**src/rtl/lcd_pkg.sv**
```systemverilog
// rtl/lcd_pkg.sv - shared state type, ILI9341 command codes and link word encoders
package lcd_pkg;

    typedef enum logic [2:0] {
        IDLE,
        HDR_ISSUE,
        HDR_WAIT,
        PIX_ISSUE,
        PIX_WAIT,
        RELEASE,
        DONE
    } fill_state_t;

    localparam logic [7:0]  CASET        = 8'h2A;
    localparam logic [7:0]  PASET        = 8'h2B;
    localparam logic [7:0]  RAMWR        = 8'h2C;
    localparam logic [3:0]  HDR_LAST     = 4'd10;
    // CSX high with DCX high: deselects the panel after the last pixel
    localparam logic [15:0] RELEASE_WORD = 16'h0300;

    // Byte-port word with DCX low (command)
    function automatic logic [15:0] cmd_word(input logic [7:0] b);
        return {6'b0, 1'b0, 1'b0, b};
    endfunction

    // Byte-port word with DCX high (parameter data)
    function automatic logic [15:0] data_word(input logic [7:0] b);
        return {6'b0, 1'b1, 1'b0, b};
    endfunction

endpackage

```
**src/rtl/lcd_hdr_rom.sv**
```systemverilog
// rtl/lcd_hdr_rom.sv - maps header step and window bounds to the byte-port word
module lcd_hdr_rom (
    input  logic [3:0]  step,
    input  logic [8:0]  x0,
    input  logic [8:0]  x1,
    input  logic [8:0]  y0,
    input  logic [8:0]  y1,
    output logic [15:0] lcd_in
);
    import lcd_pkg::*;

    // Coordinates are 9 bits, sent as 16-bit big-endian, so the high byte is just bit 8
    always_comb begin
        lcd_in = cmd_word(RAMWR);
        case (step)
            4'd0:    lcd_in = cmd_word(CASET);
            4'd1:    lcd_in = data_word({7'b0, x0[8]});
            4'd2:    lcd_in = data_word(x0[7:0]);
            4'd3:    lcd_in = data_word({7'b0, x1[8]});
            4'd4:    lcd_in = data_word(x1[7:0]);
            4'd5:    lcd_in = cmd_word(PASET);
            4'd6:    lcd_in = data_word({7'b0, y0[8]});
            4'd7:    lcd_in = data_word(y0[7:0]);
            4'd8:    lcd_in = data_word({7'b0, y1[8]});
            4'd9:    lcd_in = data_word(y1[7:0]);
            default: lcd_in = cmd_word(RAMWR);
        endcase
    end

endmodule

```
**src/rtl/lcd_fill_ctrl.sv**
```systemverilog
// rtl/lcd_fill_ctrl.sv - solid-colour window fill sequencer for the ILI9341 SPI link
module lcd_fill_ctrl #(
    parameter int WIDTH  = 240,
    parameter int HEIGHT = 320
) (
    input  logic        clk,
    input  logic        resetn,
    input  logic        start,
    input  logic [8:0]  x0,
    input  logic [8:0]  x1,
    input  logic [8:0]  y0,
    input  logic [8:0]  y1,
    input  logic [15:0] color,
    output logic        busy,
    output logic        done,
    output logic        err,
    input  logic [15:0] lcd_status,
    output logic        lcd_load,
    output logic        lcd_load16,
    output logic [15:0] lcd_in
);
    import lcd_pkg::*;

    localparam logic [9:0] WIDTH_L  = 10'(WIDTH);
    localparam logic [9:0] HEIGHT_L = 10'(HEIGHT);

    fill_state_t state;
    logic [3:0]  step;
    logic [16:0] count;
    logic [8:0]  x0_q, x1_q, y0_q, y1_q;
    logic [15:0] color_q;

    logic        link_busy;
    logic        bounds_ok;
    logic [16:0] span_x, span_y, npix;
    logic [3:0]  rom_step;
    logic [15:0] rom_word;
    logic        unused_status;

    assign link_busy     = lcd_status[15];
    assign unused_status = ^lcd_status[14:0];

    assign bounds_ok = (x0 <= x1) && ({1'b0, x1} < WIDTH_L) &&
                       (y0 <= y1) && ({1'b0, y1} < HEIGHT_L);
    assign span_x    = {8'b0, x1 - x0} + 17'd1;
    assign span_y    = {8'b0, y1 - y0} + 17'd1;
    assign npix      = span_x * span_y;

    // The ROM is addressed with the step about to be issued so its word can be registered with the strobe
    assign rom_step = (state == IDLE) ? 4'd0 : step + 4'd1;

    lcd_hdr_rom u_hdr_rom (
        .step   (rom_step),
        .x0     (x0_q),
        .x1     (x1_q),
        .y0     (y0_q),
        .y1     (y1_q),
        .lcd_in (rom_word)
    );

    // Fill sequencer: strobes are registered on the transition into each ISSUE/RELEASE state
    always_ff @(posedge clk or negedge resetn) begin
        if (!resetn) begin
            state      <= IDLE;
            step       <= 4'd0;
            count      <= 17'd0;
            x0_q       <= 9'd0;
            x1_q       <= 9'd0;
            y0_q       <= 9'd0;
            y1_q       <= 9'd0;
            color_q    <= 16'h0000;
            busy       <= 1'b0;
            done       <= 1'b0;
            err        <= 1'b0;
            lcd_load   <= 1'b0;
            lcd_load16 <= 1'b0;
            lcd_in     <= 16'h0000;
        end else begin
            lcd_load   <= 1'b0;
            lcd_load16 <= 1'b0;
            done       <= 1'b0;
            err        <= 1'b0;
            case (state)
                IDLE: begin
                    if (start) begin
                        if (bounds_ok) begin
                            x0_q     <= x0;
                            x1_q     <= x1;
                            y0_q     <= y0;
                            y1_q     <= y1;
                            color_q  <= color;
                            step     <= 4'd0;
                            count    <= npix;
                            busy     <= 1'b1;
                            lcd_load <= 1'b1;
                            lcd_in   <= rom_word;
                            state    <= HDR_ISSUE;
                        end else begin
                            err <= 1'b1;
                        end
                    end
                end
                HDR_ISSUE: state <= HDR_WAIT;
                HDR_WAIT: begin
                    if (!link_busy) begin
                        if (step == HDR_LAST) begin
                            lcd_load16 <= 1'b1;
                            lcd_in     <= color_q;
                            state      <= PIX_ISSUE;
                        end else begin
                            step     <= step + 4'd1;
                            lcd_load <= 1'b1;
                            lcd_in   <= rom_word;
                            state    <= HDR_ISSUE;
                        end
                    end
                end
                PIX_ISSUE: state <= PIX_WAIT;
                PIX_WAIT: begin
                    if (!link_busy) begin
                        count <= count - 17'd1;
                        if (count == 17'd1) begin
                            lcd_load <= 1'b1;
                            lcd_in   <= RELEASE_WORD;
                            state    <= RELEASE;
                        end else begin
                            lcd_load16 <= 1'b1;
                            lcd_in     <= color_q;
                            state      <= PIX_ISSUE;
                        end
                    end
                end
                RELEASE: begin
                    busy  <= 1'b0;
                    done  <= 1'b1;
                    state <= DONE;
                end
                DONE:    state <= IDLE;
                default: state <= IDLE;
            endcase
        end
    end

endmodule

```
**config.mk**
```make
export PLATFORM = sky130hd
export DESIGN_NAME = lcd_fill_ctrl
export DESIGN_NICKNAME = d
export VERILOG_FILES = /design/src/rtl/lcd_pkg.sv /design/src/rtl/lcd_hdr_rom.sv /design/src/rtl/lcd_fill_ctrl.sv
export SDC_FILE = /design/constraint.sdc
export NUM_CORES = 1
export LEC_CHECK = 0
export ABC_AREA = 1
export BUFFER_PORTS_ARGS = -buffer_cell sky130_fd_sc_hd__clkbuf_2
export CORE_ASPECT_RATIO = 0.7
export CORE_MARGIN = 4
export CORE_UTILIZATION = 61
export CTS_CLUSTER_DIAMETER = 80
export CTS_CLUSTER_SIZE = 25
export DETAILED_ROUTE_END_ITERATION = 6
export GPL_TIMING_DRIVEN = 0
export PLACE_DENSITY_LB_ADDON = 0.05
export REMOVE_ABC_BUFFERS = 1
export SETUP_SLACK_MARGIN = 0.02
export SYNTH_ARGS = -nofsm -noshare
export SYNTH_HDL_FRONTEND = slang
export SYNTH_SLANG_ARGS = --single-unit
```
**constraint.sdc**
```tcl
create_clock -name clk -period 2.72 [get_ports clk]
set_input_delay 0.816 -clock clk [delete_from_list [all_inputs] [get_ports clk]]
set_output_delay 0.816 -clock clk [all_outputs]
set_load 0.05 [all_outputs]
```
==> impl_results.md <==
* Status: finished, violations left
* Failing checks: design-rule violations, negative setup slack
* Worst path most repeated cell: nand2_1
* Sequential area share after synthesis at 0.262
* Worst hold slack at 0.481 ns
* Slowest-stage cell, CP: fa_1
* H-Tree Depth at 3
* Post-Syn Area at 0.00927 mm2
* R2r worst-path depth at 14
* Ys flop type: dfrtp_1
* Die H at 111 um
* Post-synth EDFFs at 0
* First-pass DRT Iterations at 7
* Setup TNS at -78.29 ns
* Via count of the first global-routing pass at 9280
* GRT Overall Usage at 0.331
* Max cap viols at 0
* CP Max Fanout at 7
* Final period utilization at 2.57
* Nets at 1669
* Num CTS Buffers at 9
* WL final at 33.3 mm
* Initial Util at 0.626
* CTS tree: yes
* Hold path cells at 2
* Library cells used by synthesis at 52
* Drt via density at 6.00
* IO Pins at 92
* Layout cell share with drive strength beyond 1 at 0.321
* Drt wl/cell at 19.9 um
* Clock Pin Slew Worst Setup and Hold Paths at 0.08 ns
* Hold/Removal Path Class: reg -> reg
* Crit path largest cell delay at 0.64 ns
* Detailed Route Iter0 Violations at 1433
* Fillers at 847
* DRC errors left at 35
* Final Hold Viols at 0
* Synthesized area per cell at 7.15 um2
* ANT cells at 0
* Crit. End Element: register
* ANT nets after route at 0
* Setup CP Type: in -> reg
* Top delay family on crit path: adder cells
* Syn. warnings at 0
* Layout Cells excl Fill at 1671
* First-pass GRT wire length at 46.3 mm
* Largest net degree at the start of global routing at 57
* CORE AREA at 0.0148 mm2
* Placed Cells at 1547
* CP startpoint kind: primary input
* Worst Path Buf+Inv at 7
* Achievable Freq at 143 MHz
* Setup crit start: y1[0]
* CP required at 2.97 ns
* DR vias at 10000
* Full die area at 0.0173 mm2
* Die W at 155 um
* Slew HR at 0.454
* Initial antenna violation count at 0
* Worst Skew at 0.0171 ns
* Clock Tree Buf Depth at 2
* Crit Reg-Reg Startpoint: state[0]
* Post-synth ARST share at 1.00
* #FFs+latches synth at 97
* Min-delay src: lcd_in[5]
* Data arrival, critical path at 7.25 ns
* Post-DP HPWL at 18.4 mm
* RSZ-0062 raised after global routing: yes
* Mapped Cells at 1297
* P&R area growth vs syn at 35.1%
* # rows at 37
* Place WS at -5.07 ns
* Least-Margin Pin Slew at 0.815 ns
* # port buffers at 76
* Grt ovf at 0
* Clock Latency Late Sink at 0.35 ns
* Max Slew Vio Count at 0
* Clk sinks at 97
* Crit path depth at 38
* GPL Wtd Cong at 0.924
* Final setup viols at 94
* PnR worst setup slack at -4.27 ns
* Post-layout minimum cycle time at 6.99 ns
* Root Buffer: clkbuf_16
stage by stage:
step | utilization | cell area (um2)
finish | 0.846 | 12500
global route | 0.846 | 12500
CTS | 0.785 | 11600
detailed placement | 0.663 | 9820
global placement | 0.659 | 9760
floorplan | - | 9140
what timing repair did:
| item | 4_1_cts | 5_1_grt |
|---|---|---|
| buffers inserted | 65 | 31 |
| gates resized for setup | 235 | 167 |
| pin swaps | 90 | 61 |
| gates cloned | 3 | 9 |
| endpoints found under the setup margin | 90 | 94 |
| hold buffers | 0 | 0 |
registers in the layout (all words and copies together), names as in the netlist:
register,cells
busy,1
color_q,16
count,17
done,1
err,1
lcd_in,16
lcd_load,1
lcd_load16,1
state,3
step,4
x0_q,9
x1_q,9
y0_q,9
y1_q,9
cell type report:
| cell class | instances | area [um2] | area share |
|---|---|---|---|
| flip-flops and latches | 97 | 2430 | 0.194 |
| inverters | 243 | 1000 | 0.0799 |
| well taps | 195 | 244 | 0.0195 |
| multi-input cells | 936 | 7060 | 0.564 |
| repair buffers | 181 | 1440 | 0.115 |
| repair inverters | 3 | 33.8 | 0.00270 |
| clock buffers | 9 | 225 | 0.0180 |
| clock inverters | 7 | 100 | 0.00799 |
worst min-delay path, cell delays in order, from the launching register on:
cell     delay [ns]
dfrtp_1        0.34
nand2_1        0.06
nand2_1        0.05
per-layer routing:
metal / up-vias / global-route usage / share of wire
met5: - / 0 / 0
li1: 4425 / - / -
met1: 4692 / 0.464 / 0.38
met2: 737 / 0.517 / 0.46
met4: 0 / 0.0822 / 0.045
met3: 174 / 0.0835 / 0.12
placed cells by master, fill, tap and decap left out, types with 33 or more instances in the layout:
cell type	netlist	final
ha_4	0	38
inv_1	231	186
nand2_2	15	54
clkbuf_2	0	70
o21ai_1	2	33
buf_4	1	78
fa_1	62	58
inv_2	8	37
nor2_1	121	102
dfrtp_1	97	97
nand3_1	73	59
nand2_1	374	315
cells in the mapped netlist, types with 5 or more instances:
master / n / share of area
nor2_1: 121 / 0.049
nor3_1: 12 / 0.0065
nand2_1: 374 / 0.15
xnor2_1: 5 / 0.0047
o22ai_1: 5 / 0.0034
nor2_2: 6 / 0.0040
nand3_1: 73 / 0.039
a21oi_1: 40 / 0.022
clkbuf_1: 8 / 0.0032
nand2_2: 15 / 0.010
xor2_1: 8 / 0.0076
nand4_1: 11 / 0.0074
o21ai_0: 78 / 0.042
buf_2: 9 / 0.0049
inv_2: 8 / 0.0032
a221oi_1: 6 / 0.0057
ha_1: 65 / 0.088
buf_6: 5 / 0.0061
inv_1: 231 / 0.093
fa_1: 62 / 0.13
dfrtp_1: 97 / 0.26
logic make-up (layout without fill, tap and decap cells):
| kind of cell | Yosys count | count (layout) | synth area share |
|---|---|---|---|
| simple gates | 635 | 637 | 0.293 |
| buf+inv | 266 | 443 | 0.114 |
| compound gates | 159 | 159 | 0.0984 |
| fa+ha+maj | 127 | 127 | 0.222 |
| flops | 97 | 97 | 0.262 |
| xor+xnor | 13 | 13 | 0.0123 |
worst paths after layout:
| check | endpoint | slack, ns |
|---|---|---|
| worst max-delay path | count[14] | -4.27 |
| max in group asynchronous | x0_q[7] | 1.49 |
| worst max register to register | lcd_in[3] | -0.44 |
| worst min register to register | lcd_in[5] | 0.48 |
| min in group asynchronous | lcd_in[14] | 0.54 |
| worst min-delay path | lcd_in[5] | 0.48 |
Power is not shown: default switching activity piles up to over one toggle a cycle in this logic, so the estimate is an artifact.
